[config.mk]
export PLATFORM = sky130hd
export DESIGN_NAME = spi_cs_ctrl_flat
export DESIGN_NICKNAME = d
export VERILOG_FILES = /design/src/rtl/spi_cs_ctrl_if.sv /design/src/rtl/spi_cs_ctrl.sv /design/src/flat_wrapper.sv
export SDC_FILE = /design/constraint.sdc
export NUM_CORES = 1
export LEC_CHECK = 0
export CAP_MARGIN = 20
export CORE_MARGIN = 2
export CORE_UTILIZATION = 41
export DETAILED_ROUTE_END_ITERATION = 8
export PLACE_DENSITY_LB_ADDON = 0.08
export SYNTH_ARGS = -nofsm -noshare
export SYNTH_HDL_FRONTEND = slang
export SYNTH_SLANG_ARGS = --single-unit
[constraint.sdc]
create_clock -name clk -period 1.9 [get_ports clk]
set_clock_uncertainty 0.2 [all_clocks]
set_input_delay 0.475 -clock clk [delete_from_list [all_inputs] [get_ports clk]]
set_output_delay 0.475 -clock clk [all_outputs]
set_load 0.05 [all_outputs]
[src/rtl/spi_cs_ctrl_if.sv]
// Bundle of control, timing and status signals between the SPI control logic and spi_cs_ctrl.
// The cs_pol lane exists only when SPI_CS_POLARITY_EN is defined.
interface spi_cs_ctrl_if #(
  parameter int NUM_CS  = 4,
  parameter int SEL_W   = 2,
  parameter int DELAY_W = 4
);
  logic               enable;
  logic               cs_auto;
  logic [NUM_CS-1:0]  cs_manual;
  logic [SEL_W-1:0]   cs_sel;
  logic               cs_req;
  logic               frame_done;
  logic               cs_keep;
  logic [DELAY_W-1:0] lead_cycles;
  logic [DELAY_W-1:0] trail_cycles;
  logic [DELAY_W-1:0] gap_cycles;
`ifdef SPI_CS_POLARITY_EN
  logic [NUM_CS-1:0]  cs_pol;
`endif
  logic [NUM_CS-1:0]  cs;
  logic               cs_ready;
  logic               busy;
  logic               sel_err;

  modport master (
`ifdef SPI_CS_POLARITY_EN
    output cs_pol,
`endif
    output enable, cs_auto, cs_manual, cs_sel, cs_req, frame_done, cs_keep,
    output lead_cycles, trail_cycles, gap_cycles,
    input  cs, cs_ready, busy, sel_err
  );

  modport slave (
`ifdef SPI_CS_POLARITY_EN
    input  cs_pol,
`endif
    input  enable, cs_auto, cs_manual, cs_sel, cs_req, frame_done, cs_keep,
    input  lead_cycles, trail_cycles, gap_cycles,
    output cs, cs_ready, busy, sel_err
  );
endinterface

[src/rtl/spi_cs_ctrl.sv]
// Multi-channel SPI chip-select controller: auto (sequenced lead/trail/gap) or manual mask mode.
// Optional SPI_CS_POLARITY_EN adds per-line active polarity via bus.cs_pol; default is active-low.
//
//  state  | meaning
//  IDLE   | no frame; samples cs_req/cs_sel
//  LEAD   | CS asserted, counting lead cycles before cs_ready
//  ACTIVE | cs_ready high, waiting for frame_done
//  TRAIL  | cs_ready low, CS still asserted for trail cycles
//  GAP    | CS released, enforcing minimum idle time
module spi_cs_ctrl #(
  parameter int NUM_CS  = 4,
  parameter int SEL_W   = 2,
  parameter int DELAY_W = 4
) (
  input  logic         clk,
  input  logic         reset,
  spi_cs_ctrl_if.slave bus
);

  typedef enum logic [2:0] {
    IDLE   = 3'd0,
    LEAD   = 3'd1,
    ACTIVE = 3'd2,
    TRAIL  = 3'd3,
    GAP    = 3'd4
  } state_t;

  localparam logic [SEL_W:0] NUM_CS_L = (SEL_W+1)'(NUM_CS);

  state_t             state_q, state_d;
  logic [DELAY_W-1:0] cnt_q, cnt_d;
  logic [NUM_CS-1:0]  cs_act_q, cs_act_d;
  logic               cs_ready_q, cs_ready_d;
  logic               busy_q, busy_d;
  logic               sel_err_q, sel_err_d;
  logic               manual_q, manual_d;
  logic               sel_ok;
  logic [NUM_CS-1:0]  sel_hot;

  always_comb begin
    sel_ok  = ({1'b0, bus.cs_sel} < NUM_CS_L);
    sel_hot = '0;
    for (int i = 0; i < NUM_CS; i++) begin
      sel_hot[i] = (bus.cs_sel == SEL_W'(i));
    end
  end

  always_comb begin
    state_d    = state_q;
    cnt_d      = cnt_q;
    cs_act_d   = cs_act_q;
    cs_ready_d = cs_ready_q;
    busy_d     = busy_q;
    sel_err_d  = 1'b0;
    manual_d   = manual_q;

    if (!bus.enable) begin
      state_d    = IDLE;
      cnt_d      = '0;
      cs_act_d   = '0;
      cs_ready_d = 1'b0;
      busy_d     = 1'b0;
      manual_d   = 1'b0;
    end else if (!bus.cs_auto) begin
      state_d    = IDLE;
      cnt_d      = '0;
      cs_act_d   = bus.cs_manual;
      cs_ready_d = 1'b1;
      busy_d     = 1'b0;
      manual_d   = 1'b1;
    end else if (manual_q) begin
      // First auto cycle after manual mode only releases the lines; requests wait one edge.
      state_d    = IDLE;
      cnt_d      = '0;
      cs_act_d   = '0;
      cs_ready_d = 1'b0;
      busy_d     = 1'b0;
      manual_d   = 1'b0;
    end else begin
      case (state_q)
        IDLE: begin
          cs_act_d   = '0;
          cs_ready_d = 1'b0;
          if (bus.cs_req) begin
            if (sel_ok) begin
              cs_act_d = sel_hot;
              cnt_d    = bus.lead_cycles;
              state_d  = LEAD;
            end else begin
              sel_err_d = 1'b1;
            end
          end
        end
        LEAD: begin
          if (cnt_q != '0) begin
            cnt_d = cnt_q - DELAY_W'(1);
          end else begin
            state_d    = ACTIVE;
            cs_ready_d = 1'b1;
          end
        end
        ACTIVE: begin
          if (bus.frame_done && !bus.cs_keep) begin
            state_d    = TRAIL;
            cnt_d      = bus.trail_cycles;
            cs_ready_d = 1'b0;
          end
        end
        TRAIL: begin
          if (cnt_q != '0) begin
            cnt_d = cnt_q - DELAY_W'(1);
          end else begin
            state_d  = GAP;
            cs_act_d = '0;
            cnt_d    = bus.gap_cycles;
          end
        end
        GAP: begin
          if (cnt_q != '0) begin
            cnt_d = cnt_q - DELAY_W'(1);
          end else begin
            state_d = IDLE;
          end
        end
        default: begin
          state_d    = IDLE;
          cnt_d      = '0;
          cs_act_d   = '0;
          cs_ready_d = 1'b0;
        end
      endcase
      busy_d = (state_d != IDLE);
    end
  end

  always_ff @(posedge clk) begin
    if (reset) begin
      state_q    <= IDLE;
      cnt_q      <= '0;
      cs_act_q   <= '0;
      cs_ready_q <= 1'b0;
      busy_q     <= 1'b0;
      sel_err_q  <= 1'b0;
      manual_q   <= 1'b0;
    end else begin
      state_q    <= state_d;
      cnt_q      <= cnt_d;
      cs_act_q   <= cs_act_d;
      cs_ready_q <= cs_ready_d;
      busy_q     <= busy_d;
      sel_err_q  <= sel_err_d;
      manual_q   <= manual_d;
    end
  end

`ifdef SPI_CS_POLARITY_EN
  assign bus.cs = ~(cs_act_q ^ bus.cs_pol);
`else
  assign bus.cs = ~cs_act_q;
`endif
  assign bus.cs_ready = cs_ready_q;
  assign bus.busy     = busy_q;
  assign bus.sel_err  = sel_err_q;

endmodule

[src/flat_wrapper.sv]
// flat-port wrapper written by rule: the top's interface ports become plain ports
module spi_cs_ctrl_flat 
#(
  parameter int NUM_CS  = 4,
  parameter int SEL_W   = 2,
  parameter int DELAY_W = 4
)
  (clk, reset, bus_enable, bus_cs_auto, bus_cs_manual, bus_cs_sel, bus_cs_req, bus_frame_done, bus_cs_keep, bus_lead_cycles, bus_trail_cycles, bus_gap_cycles, bus_cs, bus_cs_ready, bus_busy, bus_sel_err);
  spi_cs_ctrl_if #(.NUM_CS(NUM_CS), .SEL_W(SEL_W), .DELAY_W(DELAY_W)) bus_i ();
  input  logic clk;
  input  logic reset;
  input wire logic [$bits(bus_i.enable)-1:0] bus_enable;
  input wire logic [$bits(bus_i.cs_auto)-1:0] bus_cs_auto;
  input wire logic [$bits(bus_i.cs_manual)-1:0] bus_cs_manual;
  input wire logic [$bits(bus_i.cs_sel)-1:0] bus_cs_sel;
  input wire logic [$bits(bus_i.cs_req)-1:0] bus_cs_req;
  input wire logic [$bits(bus_i.frame_done)-1:0] bus_frame_done;
  input wire logic [$bits(bus_i.cs_keep)-1:0] bus_cs_keep;
  input wire logic [$bits(bus_i.lead_cycles)-1:0] bus_lead_cycles;
  input wire logic [$bits(bus_i.trail_cycles)-1:0] bus_trail_cycles;
  input wire logic [$bits(bus_i.gap_cycles)-1:0] bus_gap_cycles;
  output wire logic [$bits(bus_i.cs)-1:0] bus_cs;
  output wire logic [$bits(bus_i.cs_ready)-1:0] bus_cs_ready;
  output wire logic [$bits(bus_i.busy)-1:0] bus_busy;
  output wire logic [$bits(bus_i.sel_err)-1:0] bus_sel_err;
  assign bus_i.enable = bus_enable;
  assign bus_i.cs_auto = bus_cs_auto;
  assign bus_i.cs_manual = bus_cs_manual;
  assign bus_i.cs_sel = bus_cs_sel;
  assign bus_i.cs_req = bus_cs_req;
  assign bus_i.frame_done = bus_frame_done;
  assign bus_i.cs_keep = bus_cs_keep;
  assign bus_i.lead_cycles = bus_lead_cycles;
  assign bus_i.trail_cycles = bus_trail_cycles;
  assign bus_i.gap_cycles = bus_gap_cycles;
  assign bus_cs = bus_i.cs;
  assign bus_cs_ready = bus_i.cs_ready;
  assign bus_busy = bus_i.busy;
  assign bus_sel_err = bus_i.sel_err;
  spi_cs_ctrl #(.NUM_CS(NUM_CS), .SEL_W(SEL_W), .DELAY_W(DELAY_W)) u_core (.clk(clk), .reset(reset), .bus(bus_i));
endmodule
==> summary.txt <==
Combinational family with the most area after synthesis: compound AO/OA/AOI/OAI gates
Final instance area: 0.00157 mm2
Yosys reg bits: 14
Hold Startpoint: u_core.cs_act_q[2]
Clk pwr share: 0.304
Met2 Wirelength: 1.24 mm
Critical-path cell list: inv_2 -> ha_4 -> or3b_4 -> nor2_4 -> a211oi_2 -> o21a_2 -> a22o_1
Fin crit period: 1910 ps
Post-synth top area cell: dfxtp_1
Final antenna-violating net count: 0
Full die area: 0.00289 mm2
Worst R2R Path Depth: 7
Combinational Power Share: 0.276
Reg2reg end: u_core.cnt_q[1]
Final HPWL DP: 2.13 mm
First-pass DRT Iterations: 5
Crit-path max cell delay: 410 ps
Pwr/cell area: 469 mW/mm2
Violated checks: setup timing
Detailed Route Iter0 Violations: 32
Worst reg-to-reg setup slack: -10 ps
WL met3: 165 um
Yosys warns: 0
Row count: 18
Fin cells: 199
Latest clock arrival within the worst-skew pair: 290 ps
CTS H-tree depth: 1
Synth area leaders: dfxtp_1, nor2_1, inv_1, clkbuf_8, a222oi_1
Initial antenna violation count: 0
Clock tree buffer depth: 2
Pin count of the biggest net entering global routing: 20
Max Used Layer: met3
Post-CTS setup buffers: 0
Diodes inserted: 0
Sequential-to-total area share from yosys stat: 0.276
Crit Path Class: flip-flop to flip-flop
Root buf cell: clkbuf_4
Die X: 53.8 um
Compound-cell area share of the yosys netlist: 0.278
Switching fraction of total power: 0.272
EDFF count, synth: 0
Hold crit path type: flip-flop to flip-flop
Sink Count: 14
Final core occ: 0.650
Multiplexer area fraction after synthesis: 0.0394
CP arrival: 1890 ps
Largest fanout on the critical path: 4
Setup tns final: -15.9 ps
Final period util: 1.01
Worst Slack Setup Final: -15.0 ps
Inst Count DP: 195
Syn_area_per_cell: 8.47 um2
Yosys cell types: 49
Via density: 5.43
Mapped Area: 0.00102 mm2
DRC: 0
Worst setup SP type: flip-flop
Fmax: 0.522 GHz
Number of global-route vias before repair: 959
Met1 wire length: 1.28 mm
Max_cap viols: 0
Post-CTS Hold Buffers: 0
Core ar.: 0.00241 mm2
VDD IR max: 669 uV
Pins Over Slew Limit: 0
Slowest cell on the critical path: or3b_4
P_sw: 0.200 mW
Cells after synthesis: 120
Hold endpoint: u_core.cs_act_q[2]
Placer Congestion: 0.834
IO buf count: 30
Post-synthesis adder-cell area fraction: 0.0123
Vias: 1,081
Sequential power share: 0.420
Wire length per cell: 13.5 um
Most frequent cells in the layout: clkdlybuf4s50_1, buf_4, nor2_1, dfxtp_1, inv_1
Chip height: 53.8 um
Final WL: 2.68 mm
GRT Util Overall: 0.207
Synth Area in XOR/XNOR: 0.0172
Tot Pwr: 0.734 mW
CTS tree: yes
Top-level I/O count: 32
Worst hold path depth: 2
Primary FF master, synth: dfxtp_1
Fin nets: 196
Required @ worst endpoint: 1880 ps
CTS buffer count: 3
Int Pwr: 0.534 mW
Share of cells above drive strength 1: 0.302
Leak Pwr: 0.639 nW
Post-Synth Simple-Gate Area: 0.254
Outcome: complete, but fails checks
Initial Util: 0.422
Crit path launch: u_core.cnt_q[0]
Congestion Overflow GR: 0
Fill cells: 199
Top-area cell type share of the netlist area: 0.276
Fin Hold WS: 329 ps
First-pass GRT wire length: 4.31 mm
Cell Area, Placed: 0.00150 mm2
RSZ-0062 raised after global routing: yes
Worst setup EP type: flip-flop
Final Hold Fails: 0
Setup violations, final: 2
Syn Nets: 146
Reg-to-reg startpoint: u_core.cnt_q[0]
Synth async-reset ratio: 0
Area grow syn2layout: 54.1%
Place WS: -398 ps
Clock transition at path regs: 90 ps
Yosys cell counts (2+ instances only):
master    count
or2b_2        2
nand2b_1      2
nand2_1       7
buf_6         2
a31oi_1       3
dfxtp_1      14
o22ai_1       3
a21oi_1       5
clkbuf_8      3
nor2_1       14
nor3_1        4
or3_1         2
o21a_1        2
inv_1        12
a22o_1        2
mux2i_1       4
o21ai_0       2
a222oi_1      4
xor2_1        2
a22oi_1       2
worst max-delay path, delay by kind of cell, from the launching register on:
kind | cells | cell delay (ps)
AO/OA/AOI/OAI | 3 | 540
AND/OR/NAND/NOR | 2 | 530
flip-flops | 1 | 330
adder cells (fa/ha/maj) | 1 | 140
buffers and inverters | 1 | 70
final cells by class:
type                    instances  area (um2)  share of cell area
repair buffers                 52         523               0.334
inverters                      12        45.0              0.0288
multi-input cells              87         641               0.409
clock buffers                   4        36.3              0.0232
well taps                      30        37.5              0.0240
flip-flops and latches         14         283               0.181
layer usage:
layer / GRT usage / up-vias
met3: 0.0611 / 0
met1: 0.284 / 506
li1: - / 543
met4: 0.0342 / 0
met2: 0.321 / 32
met5: 0 / -
cells by family after synthesis:
group,Yosys count
AND/OR/NAND/NOR,44
adder cells (fa/ha/maj),1
other,1
buffers and inverters,19
multiplexers,4
AO/OA/AOI/OAI,35
XOR/XNOR,2
flip-flops,14
state kept, by name, summed over array words and instances (netlist names):
register / cells
u_core.cnt_q: 4
u_core.manual_q: 1
u_core.state_q: 3
u_core.bus.cs_ready: 1
u_core.cs_act_q: 4
u_core.bus.busy: 1
how the worst max path moves through the flow:
| stage | end | slack [ps] | cells past startpoint |
|---|---|---|---|
| 2_1_floorplan | u_core.cnt_q[2] | 30 | 7 |
| 3_3_place_gp | u_core.cnt_q[2] | -340 | 7 |
| 3_5_place_dp | u_core.cnt_q[2] | -400 | 7 |
| 4_1_cts | u_core.cnt_q[1] | 2 | 7 |
| 5_1_grt | u_core.cnt_q[1] | -80 | 7 |
| 6_report | u_core.cnt_q[1] | -10 | 7 |
power by group through the flow:
stage | clock network (mW) | logic, mW | registers (mW)
3_3_place_gp | 0 | 0.196 | 0.314
6_report | 0.223 | 0.203 | 0.308
4_1_cts | 0.229 | 0.201 | 0.308
5_1_grt | 0.246 | 0.218 | 0.309
2_1_floorplan | 0 | 0.0908 | 0.317
3_5_place_dp | 0 | 0.199 | 0.314
what timing repair did:
action                     4_1_cts  5_1_grt
setup endpoints to repair        5        6
pin swaps                        4        2
gates resized for setup          9        5
Power figures use the tool's default switching activity.
